### config.mk
export PLATFORM = sky130hd
export DESIGN_NAME = tx_reorder_stage
export DESIGN_NICKNAME = d
export VERILOG_FILES = /design/src/rtl/tx_reorder_stage.sv
export SDC_FILE = /design/constraint.sdc
export NUM_CORES = 2
export LEC_CHECK = 0
export BUFFER_PORTS_ARGS = -buffer_cell sky130_fd_sc_hd__buf_2
export CAP_MARGIN = 20
export CORE_MARGIN = 1
export CORE_UTILIZATION = 40
export DETAILED_ROUTE_END_ITERATION = 8
export PLACE_DENSITY = 0.62
export SLEW_MARGIN = 20
export SYNTH_ARGS = -nofsm -noshare
export SYNTH_HDL_FRONTEND = slang
export SYNTH_SLANG_ARGS = --single-unit
### constraint.sdc
create_clock -name clk -period 13.2 [get_ports clk]
set_clock_uncertainty 0.2 [all_clocks]
set_input_delay 2.64 -clock clk [delete_from_list [all_inputs] [get_ports clk]]
set_output_delay 2.64 -clock clk [all_outputs]
set_load 0.01 [all_outputs]
### src/rtl/tx_reorder_stage.sv
// ----------------------------------------------------------------------------
// tx_reorder_stage
//
// One stage of the transmit-side ring. Every word passes through a single
// output register, so the stage adds one cycle of latency. Words whose
// destination is STAGE_ID are re-emitted in strict round-robin source order,
// starting at source STAGE_ID. Words that arrive out of turn are parked in a
// small source-keyed list and popped when their source becomes the expected
// one. A frame is one header word followed by L further words, where L is the
// header's length field; one cycle after the last word, the stage raises its
// own bit in done_out.
//
// Ports
//   clk         clock
//   rst_n       asynchronous active-low reset
//   stall_in    downstream stall; freezes every register in the stage
//   stall_out   upstream stall (combinational): stall_in, or a word must be
//               parked while the list is full and nothing leaves it this cycle
//   data_in     {destination, payload}; the top SEL_W bits are the destination
//   src_in      source port of data_in
//   valid_in    data_in / src_in valid
//   data_out    registered output word
//   src_out     registered output source
//   valid_out   registered output valid
//   done_in     done vector from the previous stage
//   done_out    done_in, delayed one cycle, with bit STAGE_ID = this stage's done
//   skip_out    one-cycle pulse when the expected source is skipped by timeout
//   list_level  number of parked entries
//   busy        high while a frame is in progress (RUN)
// ----------------------------------------------------------------------------
module tx_reorder_stage #(
    parameter int STAGE_ID   = 0,
    parameter int PORTS      = 8,
    parameter int DATA_W     = 64,
    parameter int LEN_W      = 11,
    parameter int LEN_LSB    = 37,
    parameter int LIST_DEPTH = 2 * PORTS,
    parameter int TIMEOUT    = 0,
    localparam int SEL_W     = $clog2(PORTS),
    localparam int PORT_W    = SEL_W + DATA_W,
    localparam int LVL_W     = $clog2(LIST_DEPTH + 1)
) (
    input  logic              clk,
    input  logic              rst_n,
    input  logic              stall_in,
    output logic              stall_out,
    input  logic [PORT_W-1:0] data_in,
    input  logic [SEL_W-1:0]  src_in,
    input  logic              valid_in,
    output logic [PORT_W-1:0] data_out,
    output logic [SEL_W-1:0]  src_out,
    output logic              valid_out,
    input  logic [PORTS-1:0]  done_in,
    output logic [PORTS-1:0]  done_out,
    output logic              skip_out,
    output logic [LVL_W-1:0]  list_level,
    output logic              busy
);

    localparam int IDX_W = (LIST_DEPTH > 1) ? $clog2(LIST_DEPTH) : 1;
    localparam int CNT_W = (TIMEOUT > 0) ? $clog2(TIMEOUT + 1) : 1;
    localparam logic [SEL_W-1:0] STAGE_SEL = SEL_W'(STAGE_ID);

    typedef enum logic {IDLE, RUN} state_t;

    // ---------------- state ----------------
    state_t             state_reg, state_next;
    logic [SEL_W-1:0]   exp_reg, exp_next;
    logic [LEN_W-1:0]   rem_reg, rem_next;
    logic [CNT_W-1:0]   cnt_reg, cnt_next;
    logic [LVL_W-1:0]   level_reg;

    logic [PORT_W-1:0]  data_out_reg;
    logic [SEL_W-1:0]   src_out_reg;
    logic               valid_out_reg;
    logic [PORTS-1:0]   done_out_reg;
    logic               skip_out_reg;

    // Parking list, kept compacted in insertion order: index 0 is the oldest
    // entry, so the lowest matching index is the oldest entry for a key.
    logic [LIST_DEPTH-1:0] ent_vld_reg, ent_vld_next;
    logic [SEL_W-1:0]      ent_src_reg  [0:LIST_DEPTH-1];
    logic [SEL_W-1:0]      ent_src_next [0:LIST_DEPTH-1];
    logic [PORT_W-1:0]     ent_data_reg [0:LIST_DEPTH-1];
    logic [PORT_W-1:0]     ent_data_next[0:LIST_DEPTH-1];

    // ---------------- input classification ----------------
    logic own, foreign, src_match;
    assign own       = valid_in && (data_in[PORT_W-1 -: SEL_W] == STAGE_SEL);
    assign foreign   = valid_in && !own;
    assign src_match = (src_in == exp_reg);

    // ---------------- list lookup ----------------
    logic [LIST_DEPTH-1:0] match;
    logic                  hit;
    logic [IDX_W-1:0]      hit_idx;
    logic [PORT_W-1:0]     hit_data;
    logic [SEL_W-1:0]      hit_src;

    for (genvar gi = 0; gi < LIST_DEPTH; gi++) begin : g_match
        assign match[gi] = ent_vld_reg[gi] && (ent_src_reg[gi] == exp_reg);
    end

    assign hit = |match;

    always_comb begin
        hit_idx = '0;
        for (int i = LIST_DEPTH - 1; i >= 0; i--) begin
            if (match[i]) hit_idx = IDX_W'(i);
        end
    end

    assign hit_data = ent_data_reg[hit_idx];
    assign hit_src  = ent_src_reg[hit_idx];

    // ---------------- control ----------------
    logic out_in, out_list, list_rd, list_wr, park, own_emit, skip, done_now;
    logic full;
    logic [SEL_W-1:0] exp_inc;
    logic [CNT_W:0]   cnt_plus;
    logic             timeout_due;

    assign exp_inc     = (exp_reg == SEL_W'(PORTS - 1)) ? '0 : exp_reg + 1'b1;
    assign cnt_plus    = {1'b0, cnt_reg} + 1'b1;
    assign timeout_due = (TIMEOUT != 0) && (cnt_plus >= (CNT_W + 1)'(TIMEOUT));
    assign full        = (level_reg == LVL_W'(LIST_DEPTH));

    always_comb begin
        out_in     = 1'b0;
        out_list   = 1'b0;
        list_rd    = 1'b0;
        park       = 1'b0;
        own_emit   = 1'b0;
        skip       = 1'b0;
        done_now   = 1'b0;
        state_next = state_reg;
        exp_next   = exp_reg;
        rem_next   = rem_reg;
        cnt_next   = '0;
        case (state_reg)
            IDLE: begin
                if (foreign) begin
                    out_in = 1'b1;
                end else if (own && src_match) begin
                    out_in     = 1'b1;
                    own_emit   = 1'b1;
                    rem_next   = data_in[LEN_LSB +: LEN_W];
                    state_next = RUN;
                end else if (hit) begin
                    // A parked header for the expected source starts the frame.
                    out_list   = 1'b1;
                    list_rd    = 1'b1;
                    own_emit   = 1'b1;
                    park       = own;
                    rem_next   = hit_data[LEN_LSB +: LEN_W];
                    state_next = RUN;
                end else begin
                    park = own;
                end
                if (own_emit) exp_next = exp_inc;
            end
            RUN: begin
                if (rem_reg == '0) begin
                    // Finishing cycle: no pops, own words are parked.
                    done_now   = 1'b1;
                    exp_next   = STAGE_SEL;
                    state_next = IDLE;
                    out_in     = foreign;
                    park       = own;
                end else begin
                    if (foreign) begin
                        out_in = 1'b1;
                    end else if (hit) begin
                        out_list = 1'b1;
                        list_rd  = 1'b1;
                        own_emit = 1'b1;
                        park     = own;
                    end else if (own && src_match) begin
                        out_in   = 1'b1;
                        own_emit = 1'b1;
                    end else begin
                        park = own;
                    end

                    if (own_emit) begin
                        exp_next = exp_inc;
                        rem_next = rem_reg - 1'b1;
                    end else if (timeout_due && !foreign) begin
                        // The missing source forfeits its slot in the frame.
                        skip     = 1'b1;
                        exp_next = exp_inc;
                        rem_next = rem_reg - 1'b1;
                    end else if ((TIMEOUT != 0) && (cnt_reg != CNT_W'(TIMEOUT))) begin
                        cnt_next = cnt_reg + 1'b1;
                    end else begin
                        // Saturate while a foreign word holds off the skip.
                        cnt_next = cnt_reg;
                    end
                end
            end
            default: state_next = IDLE;
        endcase
    end

    // A simultaneous pop frees a slot, so a full list can still accept a park.
    assign stall_out = stall_in | (park && full && !list_rd);
    assign list_wr   = park && !stall_out;

    // ---------------- list next-state ----------------
    logic [LVL_W-1:0] wpos;
    assign wpos = level_reg - LVL_W'(list_rd);

    for (genvar gi = 0; gi < LIST_DEPTH; gi++) begin : g_ent
        logic              up_vld;
        logic [SEL_W-1:0]  up_src;
        logic [PORT_W-1:0] up_data;
        logic              shift_sel;
        logic              wr_here;

        if (gi == LIST_DEPTH - 1) begin : g_top
            assign up_vld  = 1'b0;
            assign up_src  = '0;
            assign up_data = '0;
        end else begin : g_mid
            assign up_vld  = ent_vld_reg[gi+1];
            assign up_src  = ent_src_reg[gi+1];
            assign up_data = ent_data_reg[gi+1];
        end

        // Entries at and above the popped one slide down by one.
        assign shift_sel = list_rd && (IDX_W'(gi) >= hit_idx);
        assign wr_here   = list_wr && (wpos == LVL_W'(gi));

        assign ent_vld_next[gi]  = wr_here | (shift_sel ? up_vld : ent_vld_reg[gi]);
        assign ent_src_next[gi]  = wr_here ? src_in :
                                   (shift_sel ? up_src : ent_src_reg[gi]);
        assign ent_data_next[gi] = wr_here ? data_in :
                                   (shift_sel ? up_data : ent_data_reg[gi]);
    end

    // ---------------- registers ----------------
    logic [PORTS-1:0] done_vec;
    always_comb begin
        done_vec           = done_in;
        done_vec[STAGE_ID] = done_now;
    end

    always_ff @(posedge clk or negedge rst_n) begin
        if (!rst_n) begin
            state_reg     <= IDLE;
            exp_reg       <= STAGE_SEL;
            rem_reg       <= '0;
            cnt_reg       <= '0;
            level_reg     <= '0;
            ent_vld_reg   <= '0;
            data_out_reg  <= '0;
            src_out_reg   <= '0;
            valid_out_reg <= 1'b0;
            done_out_reg  <= '0;
            skip_out_reg  <= 1'b0;
        end else if (!stall_in) begin
            state_reg     <= state_next;
            exp_reg       <= exp_next;
            rem_reg       <= rem_next;
            cnt_reg       <= cnt_next;
            level_reg     <= level_reg + LVL_W'(list_wr) - LVL_W'(list_rd);
            ent_vld_reg   <= ent_vld_next;
            valid_out_reg <= out_in | out_list;
            if (out_in) begin
                data_out_reg <= data_in;
                src_out_reg  <= src_in;
            end else if (out_list) begin
                data_out_reg <= hit_data;
                src_out_reg  <= hit_src;
            end
            done_out_reg  <= done_vec;
            skip_out_reg  <= skip;
        end
    end

    // Payload storage needs no reset: the valid bits alone define occupancy.
    always_ff @(posedge clk) begin
        if (!stall_in) begin
            ent_src_reg  <= ent_src_next;
            ent_data_reg <= ent_data_next;
        end
    end

    assign data_out   = data_out_reg;
    assign src_out    = src_out_reg;
    assign valid_out  = valid_out_reg;
    assign done_out   = done_out_reg;
    assign skip_out   = skip_out_reg;
    assign list_level = level_reg;
    assign busy       = (state_reg == RUN);

endmodule

# After elaboration in Yosys (flattened, before gate mapping)
# Index checks and enable logic that the tools add are counted.
[word_totals]
in_bits = 82
reg_bits = 1235
[op_classes]
eq_ne = 40
reduce_logical = 97
muxes = 146
addsub = 5
bitwise_logic = 21
order_cmp = 17
[op_table]
columns = ["op", "n"]
rows = [
  ["two-way mux 67 bit", 36],
  ["binary-select mux 67 bit (select 4 bit)", 1],
  ["two-way mux 3 bit", 40],
  ["two-way mux 4 bit", 16],
  ["two-way mux 11 bit", 5],
  ["logical AND 1 bit", 54],
  ["== test 3 bit", 17],
  ["two-way mux 1 bit", 41],
  ["== test 5 x 4 -> 1 bit, second input constant", 8],
  ["AND reduction 2 bit", 17],
  ["nonzero test 2 bit", 17],
  ["greater-or-equal comparator 4 bit, first input constant", 8],
  ["one-hot mux 11 bit (2 select lines)", 1],
  ["== test 5 x 3 -> 1 bit, second input constant", 4],
  ["bitwise OR 1 bit", 18],
  ["greater-or-equal comparator 3 x 4 -> 1 bit, first input constant", 4],
  ["OR reduction 16 bit", 1],
  ["binary-select mux 3 bit (select 4 bit)", 1],
  ["logical NOT 11 bit", 1],
  ["subtractor 11 x 1 -> 11 bit, second input constant", 1],
  ["== test 5 x 2 -> 1 bit, second input constant", 2],
  ["subtractor 5 x 1 -> 5 bit", 2],
  ["greater-or-equal comparator 1 x 4 -> 1 bit, first input constant", 2],
  ["greater-or-equal comparator 2 x 4 -> 1 bit, first input constant", 2],
  ["other kinds (19)", 27],
]

# Logic depth before layout (Yosys ltp)
[logic_depth]
word_depth = 26
ltp_mapped = 18
ltp_nobuf = 18

# Worst setup path before layout
# No wires, ideal clock.
[synth_timing]
path_type = "input-to-reg"
startpoint = "input port data_in[64]"
endpoint = "register ent_data_reg, in the netlist g_ent[11].up_data[0] (enable)"
setup_slack_ns = 2.012
required_ns = 12.404
n_path_buf = 0
arrival_time_ns = 10.392
stages = 11
path_cell_list = "nor4b_1 -> nand4_2 -> nor2_1 -> nor3_2 -> nand2_1 -> inv_1 -> ha_1 -> ha_1 -> xor2_1 -> nand3_1 -> o21ai_0"
[synth_between]
elab_chain_cells = 16
word_cells_on_any_way = 28
cone_classes = "1 x add/sub; 1 x eq/ne; 11 x mux; 1 x bitwise; 14 x reduce/logical"
[synth_rtl]
columns = ["item", "line", "source"]
rows = [
  ["from (decl)", "47", "input logic [PORT_W-1:0] data_in,"],
  ["logical NOT 3 bit *", "89", "assign own = valid_in && (data_in[PORT_W-1 -: SEL_W] == STAGE_SEL);"],
  ["logical AND 1 bit *", "89", ""],
  ["parallel branches: the longest is 12 deep, another holds subtractor 5 x 1 -> 5 bit", "--", ""],
  ["nonzero test 2 bit (no line) *", "--", ""],
  ["AND reduction 2 bit (no line) *", "--", ""],
  ["to (signal assigned)", "285", "ent_data_reg <= ent_data_next;"],
  ["to (decl)", "84", "logic [PORT_W-1:0] ent_data_reg [0:LIST_DEPTH-1];"],
]
# Every way passes the cells marked *.
# A chain may end at the register's enable or synchronous reset.

# Worst setup path after layout
[layout_timing]
startpoint = "input port data_in[64]"
endpoint = "register ent_data_reg, in the netlist g_ent[6].up_data[4] (enable)"
[layout_between]
elab_chain_cells = 16
word_cells_on_any_way = 28
cone_classes = "1 x add/sub; 1 x eq/ne; 11 x mux; 1 x bitwise; 14 x reduce/logical"
[layout_rtl]
columns = ["item", "line"]
rows = [
  ["logical NOT 3 bit *", "89"],
  ["logical AND 1 bit *", "89"],
  ["parallel branches: the longest is 12 deep, another holds subtractor 5 x 1 -> 5 bit", "--"],
  ["nonzero test 2 bit (no line) *", "--"],
  ["AND reduction 2 bit (no line) *", "--"],
]
# Marks and branches as above.

==> flow_summary_export.csv <==
group,metric,value,unit
status,status,"finished with violations",
status,violations,"DRC",
setup_path,worstPathArrival,9.35,ns
timing,hold_viol_final,0,
floorplan,coreArea,165000,µm²
grt,grt_pass1_vias,47483,
placed_design,place.gp.congestion,0.828,
clock_tree,clkLatencyLatePin,0.80,ns
drt,wl_per_cell,28.8,µm
final_layout,multi_input_area,28200,µm²
drt,antenna_left,0,
timing,rsz0062_at_grt,"no",
timing,finalSetupTns,0,ns
yosys,ys_ff_latch,1235,
setup_path,cp-end-kind,"flip-flop",
final_layout,post_route_cells_drive_above_1_share,26.4,%
yosys,yosys-top-cells-area,"edfxtp_1 (51%), mux2_2 (14%), dfrtp_1 (4.3%), nand2_1 (3.8%), mux2_1 (3.0%)",
drt,vias,47980,
drt,drc,38,
grt,grt_pass1_wl,320000,µm
yosys,ys.flop_type,"edfxtp_1",
yosys,synth_top_cell_area_share,50.5,%
timing,fin_crit,9.16,ns
final_layout,fill_cells,14939,
setup_path,worstPathMaxFanout,69,
floorplan,start_util,40.3,%
timing,slew_headroom,17.0,%
drt,drtPass1Iterations,8,
yosys,ys_async_sr_fraction,9.31,%
yosys,synth_edf_count,1120,
final_layout,largest_register_ffs,1005,
yosys,netlist-cell-type-count,71,
grt,track_usage,25.3,%
yosys,seq_area_frac_synth,54.9,%
yosys,yosys_warnings,0,
flow_run,cap_violations,0,
grt,grt_start_max_net_pins,166,
yosys,synth.largest_area_cell,"edfxtp_1",
floorplan,num_rows,149,
final_layout,syn2layout_area_growth,10.8,%
clock_tree,h-tree-depth,4,
yosys,synth.avg_cell_area,12.5,µm²
yosys,syn_inst,5334,
final_layout,fin_nets,5324,
final_layout,final_cell_count_no_fill,7532,
clock_tree,postCtsHoldBufs,0,
floorplan,die_area,168000,µm²
final_layout,utilization,44.7,%
clock_tree,cts_tree,"built",
clock_tree,cts_num_sinks,1235,
setup_path,criticalPathCategory,"in -> reg",
drt,drt_wl_total,217000,µm
setup_path,worstPathRequired,13.39,ns
final_layout,final-seq-area,36500,µm²
timing,fin_crit_sh,69.4,%
hold_path,hold_depth,2,
setup_path,cp-start-kind,"input port",
floorplan,die_w,410,µm
clock_tree,root_buffer,"clkbuf_16",
floorplan,ioPinCount,169,
clock_tree,cts_resized,0,
setup_path,r2r_cells,18,
clock_tree,cts.clk_slew.worst_paths,0.06,ns
clock_tree,cts-buffers-inserted,140,
timing,max_freq,109,MHz
yosys,syn-cell-area,66500,µm²
clock_tree,cts_buffer_depth,3,
floorplan,die_height,410,µm
timing,drv_slew,0,
timing,worstMarginPinSlew,1.25,ns
placed_design,port-buffer-count,166,
timing,final-setup-viol-count,0,
drt,drt_iter0_markers,5171,
placed_design,dp_hpwl,116000,µm
placed_design,dp.cells,7275,
grt,antenna_found_initial,11,
hold_path,hold_class,"reg -> reg",
clock_tree,post-cts-setup-buffers,0,
drt,via_per_inst,6.37,
grt,overflow,0,
-- layout make-up --
class                      instances  area share [%]
antenna                            2         0.00679
tap                             2189            3.72
sequential                      1235            49.5
inverter                          18          0.0951
clock inverter                    55           0.632
clock buffer                     199            5.35
multi-input combinational       3561            38.3
timing repair buffer             273            2.36
-- kinds of logic after synthesis --
| family | Yosys count | share of synthesized area (%) |
|---|---|---|
| buf+inv | 541 | 3.23 |
| simple gates | 1347 | 9.59 |
| compound gates | 936 | 10.4 |
| other cells | 1 | 0.00564 |
| flops | 1235 | 54.9 |
| mux | 1199 | 20.8 |
| fa+ha+maj | 13 | 0.256 |
| xor+xnor | 62 | 0.816 |
-- critical path: stages --
cell,delay (ns)
buf_2,0.12
nor4b_2,1.03
nand4_2,0.39
nor2_1,0.29
nor3_2,0.13
nand2_1,0.23
inv_1,0.19
ha_1,0.24
ha_1,0.23
nand2_1,0.13
xnor2_1,0.11
nor3_2,0.11
buf_4,0.93
nand4_1,0.17
buf_4,0.42
a21oi_4,0.86
buf_4,0.96
-- worst paths after layout --
kind / start / end / slack, ns
min reg2reg: valid_out / valid_out / 0.28
max in group asynchronous: rst_n / data_out[47] / 9.55
max reg2reg: rem_reg[0] / g_ent[6].up_data[4] / 5.71
min in group asynchronous: rst_n / data_out[51] / 1.74
min: valid_out / valid_out / 0.28
max: data_in[64] / g_ent[6].up_data[4] / 4.04
-- metal layers --
metal | vias up | wire [µm] | GRT usage (%)
li1 | 20486 | - | -
met1 | 24501 | 88800 | 34.1
met2 | 2489 | 101000 | 40.5
met3 | 496 | 19300 | 4.44
met4 | 8 | 8380 | 9.52
met5 | - | 53 | 0
-- through the flow --
| step | hold WS (ns) | worst slack (ns) | instance area (µm²) |
|---|---|---|---|
| 6_report | 0.279 | 4.04 | 73700 |
| 5_1_grt | 0.319 | 3.97 | 73700 |
| 4_1_cts | 0.283 | 4.31 | 73700 |
| 3_5_place_dp | 0.268 | 3.51 | 69200 |
| 3_3_place_gp | 0.263 | 3.57 | 69200 |
| 2_1_floorplan | 0.282 | 2.01 | 66500 |
-- cells in the mapped netlist (94+ instances only) --
| master | instances |
|---|---|
| nand3_1 | 362 |
| nand2_1 | 668 |
| mux2_1 | 176 |
| o211ai_1 | 104 |
| clkbuf_1 | 401 |
| edfxtp_1 | 1120 |
| a21oi_1 | 238 |
| a22oi_1 | 94 |
| mux2i_1 | 136 |
| mux2_2 | 841 |
| dfrtp_1 | 115 |
-- placed cells by master (no fill, tap or decap), types with 101 or more instances in the layout --
cell type / n
edfxtp_1: 1120
mux2_2: 841
nand2_1: 657
nand3_1: 362
a21oi_1: 231
mux2_1: 176
buf_2: 164
clkbuf_16: 144
mux2i_1: 136
dfrtp_1: 115
o211ai_1: 104
buf_4: 101
Power is not shown: default switching activity piles up to over one toggle a cycle in this logic, so the estimate is an artifact.
